`src/rtl/hazard_unit.sv`:
```
// Hazard and forwarding control for the 5-stage pipeline: scoreboard of in-flight
// destinations, stall/flush/enable generation, operand bypass selects and the HI/LO busy counter.
module hazard_unit #(
  parameter int MULT_CYCLES = 5,
  parameter int DIV_CYCLES  = 10
) (
  input  logic       clk,
  input  logic       reset,
  input  logic [4:0] rsD,
  input  logic [4:0] rtD,
  input  logic [1:0] tuseRsD,
  input  logic [1:0] tuseRtD,
  input  logic [4:0] a3D,
  input  logic [1:0] tnewD,
  input  logic [1:0] mdOpD,
  input  logic       mdUseD,
  output logic       enPC,
  output logic       enD,
  output logic       FlushE,
  output logic [1:0] fwdRsD,
  output logic [1:0] fwdRtD,
  output logic [1:0] fwdRsE,
  output logic [1:0] fwdRtE,
  output logic       mdBusy
);

  localparam int MD_MAX = (MULT_CYCLES > DIV_CYCLES) ? MULT_CYCLES : DIV_CYCLES;
  localparam int MDW    = ($clog2(MD_MAX + 1) > 4) ? $clog2(MD_MAX + 1) : 4;

  typedef enum logic [1:0] {
    MD_NONE = 2'd0,
    MD_MULT = 2'd1,
    MD_DIV  = 2'd2
  } md_op_e;

  typedef struct packed {
    logic [4:0] a3;
    logic [1:0] tnew;
  } stage_t;

  typedef struct packed {
    logic [4:0] a3;
    logic [1:0] tnew;
    logic [4:0] rs;
    logic [4:0] rt;
  } e_stage_t;

  e_stage_t       e_q;
  stage_t         m_q, w_q;
  logic [MDW-1:0] md_cnt_q;
  logic           stall;

  function automatic logic hit(input logic [4:0] r, input logic [4:0] a3);
    return (r != 5'd0) && (r == a3);
  endfunction

  function automatic logic [1:0] dec_sat(input logic [1:0] t);
    return (t == 2'd0) ? 2'd0 : t - 2'd1;
  endfunction

  // Only the newest matching producer (E before M) decides whether to wait.
  function automatic logic op_stall(input logic [4:0] r, input logic [1:0] tuse,
                                    input e_stage_t e, input stage_t m);
    if (tuse == 2'd3)    return 1'b0;
    if (hit(r, e.a3))    return e.tnew > tuse;
    if (hit(r, m.a3))    return m.tnew > tuse;
    return 1'b0;
  endfunction

  function automatic logic [1:0] fwd_d(input logic [4:0] r, input e_stage_t e,
                                       input stage_t m, input stage_t w);
    if (hit(r, e.a3)) return (e.tnew == 2'd0) ? 2'd3 : 2'd0;
    if (hit(r, m.a3)) return (m.tnew == 2'd0) ? 2'd1 : 2'd0;
    if (hit(r, w.a3)) return (w.tnew == 2'd0) ? 2'd2 : 2'd0;
    return 2'd0;
  endfunction

  function automatic logic [1:0] fwd_e(input logic [4:0] r, input stage_t m, input stage_t w);
    if (hit(r, m.a3) && m.tnew == 2'd0) return 2'd1;
    if (hit(r, w.a3))                   return 2'd2;
    return 2'd0;
  endfunction

  always_comb begin
    // NOTE: every output gets a default before any condition so no latch is inferred.
    stall  = 1'b0;
    mdBusy = (md_cnt_q != '0);
    if (op_stall(rsD, tuseRsD, e_q, m_q) || op_stall(rtD, tuseRtD, e_q, m_q))
      stall = 1'b1;
    if (mdUseD && mdBusy)
      stall = 1'b1;
    enPC   = !stall;
    enD    = !stall;
    FlushE = stall;
    fwdRsD = fwd_d(rsD, e_q, m_q, w_q);
    fwdRtD = fwd_d(rtD, e_q, m_q, w_q);
    fwdRsE = fwd_e(e_q.rs, m_q, w_q);
    fwdRtE = fwd_e(e_q.rt, m_q, w_q);
  end

  // NOTE: state registers use non-blocking assignments so every stage shifts from pre-edge values.
  always_ff @(posedge clk) begin
    if (reset) begin
      e_q      <= '0;
      m_q      <= '0;
      w_q      <= '0;
      md_cnt_q <= '0;
    end else begin
      e_q <= stall ? '0 : e_stage_t'{a3: a3D, tnew: tnewD, rs: rsD, rt: rtD};
      m_q <= stage_t'{a3: e_q.a3, tnew: dec_sat(e_q.tnew)};
      w_q <= stage_t'{a3: m_q.a3, tnew: dec_sat(m_q.tnew)};
      // A mult/div held in D by a stall must not start the unit yet.
      if (!stall && md_op_e'(mdOpD) == MD_MULT)
        md_cnt_q <= MDW'(MULT_CYCLES);
      else if (!stall && md_op_e'(mdOpD) == MD_DIV)
        md_cnt_q <= MDW'(DIV_CYCLES);
      else if (md_cnt_q != '0)
        md_cnt_q <= md_cnt_q - 1'b1;
    end
  end

endmodule
```
`config.mk`:
```
export PLATFORM = sky130hd
export DESIGN_NAME = hazard_unit
export DESIGN_NICKNAME = d
export VERILOG_FILES = /design/src/rtl/hazard_unit.sv
export SDC_FILE = /design/constraint.sdc
export NUM_CORES = 1
export LEC_CHECK = 0
export BUFFER_PORTS_ARGS = -buffer_cell sky130_fd_sc_hd__buf_4
export CORE_MARGIN = 2
export CORE_UTILIZATION = 55
export DETAILED_ROUTE_END_ITERATION = 7
export GPL_TIMING_DRIVEN = 1
export PLACE_DENSITY = 0.81
export SYNTH_ARGS = -nofsm -noshare
export SYNTH_HDL_FRONTEND = slang
export SYNTH_SLANG_ARGS = --single-unit
```
`constraint.sdc`:
```
create_clock -name clk -period 3.75 [get_ports clk]
set_input_delay 0.5625 -clock clk [delete_from_list [all_inputs] [get_ports clk]]
set_output_delay 0.5625 -clock clk [all_outputs]
set_load 0.01 [all_outputs]
```
==> flow_summary.ini, run 1 <==
[yosys]
synth_ff_type = dfxtp_1
ys_ff_latch = 35
yosys_warnings = 0
async_flop_share_pct = 0
syn_inst = 235
syn_area_per_cell_um2 = 8.99
syn-cell-area_um2 = 2110
synth_edf_count = 0
yosys.cell_types.count = 40
ys_seq_area_share_pct = 33.2
synth_nets = 272

[power]
ir_drop_v = 0.000500
finalPower_mw = 1.28
p_per_area_nw_per_um2 = 517
power_leakage_nw = 1.09

[layout]
layout.nets = 307
drive_gt1_share_pct = 19.0
finalInstanceArea_um2 = 2480
layout_common_cells = buf_4 (37), dfxtp_1 (35), xor2_1 (26)
diodes = 0
stdcell_count = 317
syn_to_final_growth_pct = 17.3
layout_commonest_cell = buf_4

[worst_setup_path]
r2r-start = md_cnt_q[0]
cp_slowest_cell = or4_4
crit_arrival_ps = 2140
crit_path_frequent_cell = buf_4
crit_type = input pin to output pin
worstPathMaxFanout = 5
rr_endpoint = e_q[14]
r2r_cells = 6
crit_chain = buf_4 > or4_4 > nor2_4 > nor2_1 > o41ai_1 > buf_4
cp_num_buf_inv = 2
end_kind = output pin
reg2reg_slack_ps = 1660
start_kind = input pin
critical-path-max-stage-delay_ps = 540
cp.required_ps = 3190
cp_top_family = simple AND/OR/NAND/NOR gates

[clocking]
clock-sinks = 35
cts_buffers = 5
htreeDepth = 2
path_clk_slew_ps = 60
cts_buffer_depth = 2
clock_latency_ps = 280
post_cts_resized = 0
post-cts-setup-buffers = 0
cts_root_buffer = clkbuf_8
tritoncts = built
ctsHoldBuffers = 0

[sta]
skew_ps = 3.30
tns_ps = 0
fmax_mhz = 370
min_period_ps = 2700
period_share_pct = 72.0
maxSlewHeadroom_pct = 57.2
fin_ws_ps = 1050
final_max_slew_viol_count = 0
worst_pin_slew_ps = 641
setup_viol = 0
rsz0062_at_grt = false
finalHoldViolCount = 0

[drt]
antenna_left = 0
drtIter0Drc = 62
avgViaCountPerCell = 5.55
route.detailed.drc = 0
routed_wl_um = 4630
dr.pass1.iters = 4
wl_per_cell_um = 14.6
num_vias = 1758

[run]
maxCapViolations = 0

[global_route]
antenna_found_initial = 0
grt-ovfl-total = 0
grtUsageTotal_pct = 23.5
grt_start_max_net_pins = 20
grt_pass1_wl_um = 7630
grt_pass1_vias = 1680

[place]
dp_slack_ps = 1090
place_inst = 311
dp_hpwl_um = 3570
numPortBuffers = 37
place_congestion = 0.861
postPlaceCellArea_um2 = 2400

[hold_path]
hp-class = flip-flop to flip-flop
worstHoldStart = m_q[0]
hold_depth = 1
min_to = w_q[0]

[floorplan]
initial_core_util_pct = 57.3
fp.dieH_um = 66.0
core_um2 = 3690
row_count = 22
die_x_um = 66.0
dieArea_um2 = 4350
ios = 38

[outcome]
run_status = finished, final reports clean
report_power, final:
part           internal (mW)  total (mW)  switching [mW]  leakage (nW)
logic                  0.273       0.531           0.259         0.765
clock network          0.124       0.245           0.121        0.0371
registers              0.435       0.504          0.0683         0.288
worst reg2reg max path, cell delays in order, from the launching register on:
cell	delay (ps)
dfxtp_1	310
inv_1	80
ha_1	180
nor3b_1	550
o32a_2	380
and4b_4	380
and2_1	160
registers in the layout, indices dropped and copies added (netlist names):
register	cells
w_q	7
e_q	17
m_q	7
md_cnt_q	4
worst max-delay path by stage:
stage / end / slack [ps] / from / depth (start not counted)
final: fwdRtD[1] / 1050 / rtD[1] / 6
after global routing: enPC / 850 / md_cnt_q[0] / 7
after CTS: enPC / 1050 / md_cnt_q[0] / 7
after detailed placement: enPC / 1090 / tuseRtD[0] / 7
after global placement: fwdRtD[1] / 1100 / rtD[1] / 6
after floorplan: enPC / 1160 / tuseRtD[1] / 7
per-stage QoR:
| step | util (%) | hold slack (ps) |
|---|---|---|
| 2_1_floorplan | - | 397 |
| 5_1_grt | 67.2 | 444 |
| 4_1_cts | 67.2 | 427 |
| 6_report | 67.2 | 423 |
| 3_3_place_gp | 65.2 | 404 |
| 3_5_place_dp | 65.2 | 410 |
kinds of logic after synthesis:
kind of cell    after synthesis  synth area share, %
xor+xnor                     51                 21.1
simple gates                 86                 25.4
buf+inv                      25                 4.98
flops                        35                 33.2
fa+ha+maj                    11                 6.52
compound gates               27                 8.77
layout make-up:
cell class	count	area, um^2
clock buffer	6	72.6
fill	339	1210
inverter	16	60.1
multi-input combinational	175	1310
sequential	35	701
tap	48	60.1
timing repair buffer	37	278
cell usage after synthesis, types with 2 or more instances:
library cell | n | area share, %
dfxtp_1 | 35 | 33
or4_1 | 7 | 2.5
a21oi_1 | 9 | 2.1
o21ai_0 | 2 | 0.47
and2_1 | 18 | 5.3
nor3b_1 | 2 | 0.71
nor3_1 | 7 | 1.7
nand3_1 | 5 | 1.2
clkbuf_1 | 7 | 1.2
a31o_1 | 3 | 1.2
nor2_1 | 7 | 1.2
a21o_1 | 2 | 0.71
a31oi_1 | 4 | 1.2
nor2b_1 | 13 | 3.9
ha_1 | 11 | 6.5
nand4_1 | 6 | 1.8
xor2_1 | 26 | 11
inv_1 | 16 | 2.8
xnor2_1 | 25 | 10
nand2_1 | 6 | 1.1
or3_1 | 2 | 0.59
nor4_1 | 4 | 1.2
per-layer routing:
metal | up-vias | share of wire (%) | global-route usage, % | wire, um
met2 | 57 | 50 | 39.4 | 2290
met5 | - | 0 | 0 | 0
met3 | 10 | 5.7 | 4.77 | 265
li1 | 869 | - | - | -
met1 | 822 | 42 | 29.1 | 1970
met4 | 0 | 2.2 | 10.2 | 104
No activity file was read; power rests on OpenSTA's default activity.
==> inputs of run 2 (changes only) <==
Settings changed: ABC_AREA from default to 1, PLACE_DENSITY 0.81 to 0.8.
Clock period 3.75 ns to 2.6 ns, I/O delays scaled along.
==> run 2 against run 1 <==
Compared with the run above: critical path depth increased by 4; combinational power up 52%; final area increased by 8.2%; non-clock buffer count stayed put; sequential share of layout area is 2.2 points lower; critical path type is now flip-flop to output pin; largest cell class unchanged.
==> flow_summary.ini, run 2 <==
[sta]
worst_pin_slew_ps = 413
fmax_mhz = 439
finalHoldViolCount = 0
period_share_pct = 87.6
skew_ps = 1.11
setup_viol = 0
tns_ps = 0
maxSlewHeadroom_pct = 72.2
rsz0062_at_grt = false
final_max_slew_viol_count = 0
min_period_ps = 2280

[global_route]
grtUsageTotal_pct = 25.8
antenna_found_initial = 0
grt-ovfl-total = 0
grt_start_max_net_pins = 18
grt_pass1_vias = 1965
grt_pass1_wl_um = 8740

[yosys]
synth.most_common_cell = nand2_1
synth_nets = 354
synth_top_area_share_pct = 30.6
syn_inst = 317
synth_ff_type = dfxtp_1
ys_seq_area_share_pct = 30.6
syn_area_per_cell_um2 = 7.23
yosys_warnings = 0
synth_commonest_cells = nand2_1 (65), inv_1 (49), dfxtp_1 (35), nor2_1 (31), xnor2_1 (14)
ys_ff_latch = 35
yosysTopAreaCell = dfxtp_1
async_flop_share_pct = 0
yosys.cell_types.count = 33
synth_edf_count = 0
synthTopCellsByArea = dfxtp_1 (31%), nand2_1 (11%), inv_1 (8.0%)
syn-cell-area_um2 = 2290

[layout]
diodes = 0
top_register = e_q
largest_reg_flops = 17
top_regs = e_q (17), m_q (7), w_q (7)
finalInstanceArea_um2 = 2680
layout_commonest_cell = nand2_1
layout.nets = 391
fillerInstances = 342
syn_to_final_growth_pct = 17.0
layout_common_cells = nand2_1 (65), inv_1 (49), buf_4 (37)
drive_gt1_share_pct = 22.5

[drt]
routed_wl_um = 5190
num_vias = 2070
antenna_left = 0
avgViaCountPerCell = 5.11
route.detailed.drc = 0
drtIter0Drc = 89
wl_per_cell_um = 12.8
dr.pass1.iters = 4

[place]
place_congestion = 0.968
dp_hpwl_um = 4010
numPortBuffers = 37
postPlaceCellArea_um2 = 2580

[clocking]
tritoncts = built
htreeDepth = 2
ctsHoldBuffers = 0
clock_latency_ps = 290
post-cts-setup-buffers = 0
cts_buffers = 5
clock-sinks = 35
cts_root_buffer = clkbuf_8
path_clk_slew_ps = 60
cts_buffer_depth = 2
post_cts_resized = 0

[floorplan]
initial_core_util_pct = 57.3
core_um2 = 4000
ios = 38
fp.dieH_um = 68.5
die_x_um = 68.5
row_count = 23
dieArea_um2 = 4700

[run]
maxCapViolations = 0

[worst_setup_path]
cp_slowest_cell = dfxtp_1
cp.required_ps = 2210
start_kind = flip-flop
crit_type = flip-flop to output pin
crit_chain = inv_1 > nand2_1 > nand4_1 > nor2_1 > nand3_1 > nand2_1 > nand2_2 > and3_4 > inv_1 > buf_4
worstPathMaxFanout = 6
crit_arrival_ps = 1890
end_kind = output pin
reg2reg_slack_ps = 770
critical-path-max-stage-delay_ps = 410

[power]
ir_drop_v = 0.000521
power_leakage_nw = 1.32
finalPower_mw = 1.94
p_per_area_nw_per_um2 = 724

[hold_path]
hp-class = input pin to flip-flop

[outcome]
run_status = finished, final reports clean
==> run 2: changes by cell type after synthesis, sizes merged, moves of 8 or more <==
| cell | previous run | this run |
|---|---|---|
| and2 | 18 | 0 |
| inv | 16 | 58 |
| nand2 | 6 | 71 |
| nor2 | 9 | 46 |
| nor2b | 13 | 0 |
| or4 | 8 | 0 |
| xnor2 | 25 | 14 |
| xor2 | 26 | 13 |
==> run 2: per-layer routing <==
layer	GRT usage (%)	wire length, um
met2	41.6	2580
met3	6.01	275
met1	32.8	2230
met5	0	0
met4	11.8	104
==> run 2: power by group <==
| part | internal, mW | leakage (nW) | switching (mW) |
|---|---|---|---|
| combinational | 0.355 | 0.977 | 0.451 |
| sequential | 0.625 | 0.288 | 0.0814 |
| clock | 0.241 | 0.0515 | 0.188 |
| total | 1.22 | 1.32 | 0.720 |
==> run 2: final timing paths <==
check | start | endpoint | depth (start not counted)
setup reg to reg | m_q[3] | e_q[2] | 10
hold / removal | a3D[4] | e_q[16] | 3
setup / recovery | m_q[3] | FlushE | 10
hold reg to reg | e_q[10] | m_q[0] | 1
==> run 2: metrics by stage <==
step           util (%)  instances  hold slack [ps]  setup slack, ps
2_1_floorplan         -        317              397              710
3_3_place_gp       64.5        397              408              555
3_5_place_dp       64.5        397              414              486
4_1_cts            67.0        405              314              350
5_1_grt            67.0        405              331              156
6_report           67.0        405              318              323
==> run 2: layout make-up <==
class	count	area (um^2)	area share, %
timing repair buffer	37	278	10.4
tap	50	62.6	2.33
inverter	58	218	8.12
clock buffer	8	100	3.73
multi-input combinational	217	1320	49.3
sequential	35	701	26.1
==> run 2: logic make-up (layout without fill, tap and decap cells) <==
group	Yosys count	in the layout	synth area share [%]
AO/OA/AOI/OAI	24	24	6.01
AND/OR/NAND/NOR	154	154	35.0
multiplexers	1	1	0.437
flip-flops	35	35	30.6
XOR/XNOR	27	27	10.3
buffers and inverters	65	103	11.7
adder cells (fa/ha/maj)	11	11	6.01
==> run 2: worst max-delay path, delay by kind of cell, from the launching register on <==
| family | cells | cell delay (ps) |
|---|---|---|
| DFF | 1 | 410 |
| and+or+nand+nor | 7 | 880 |
| buffers and inverters | 3 | 310 |
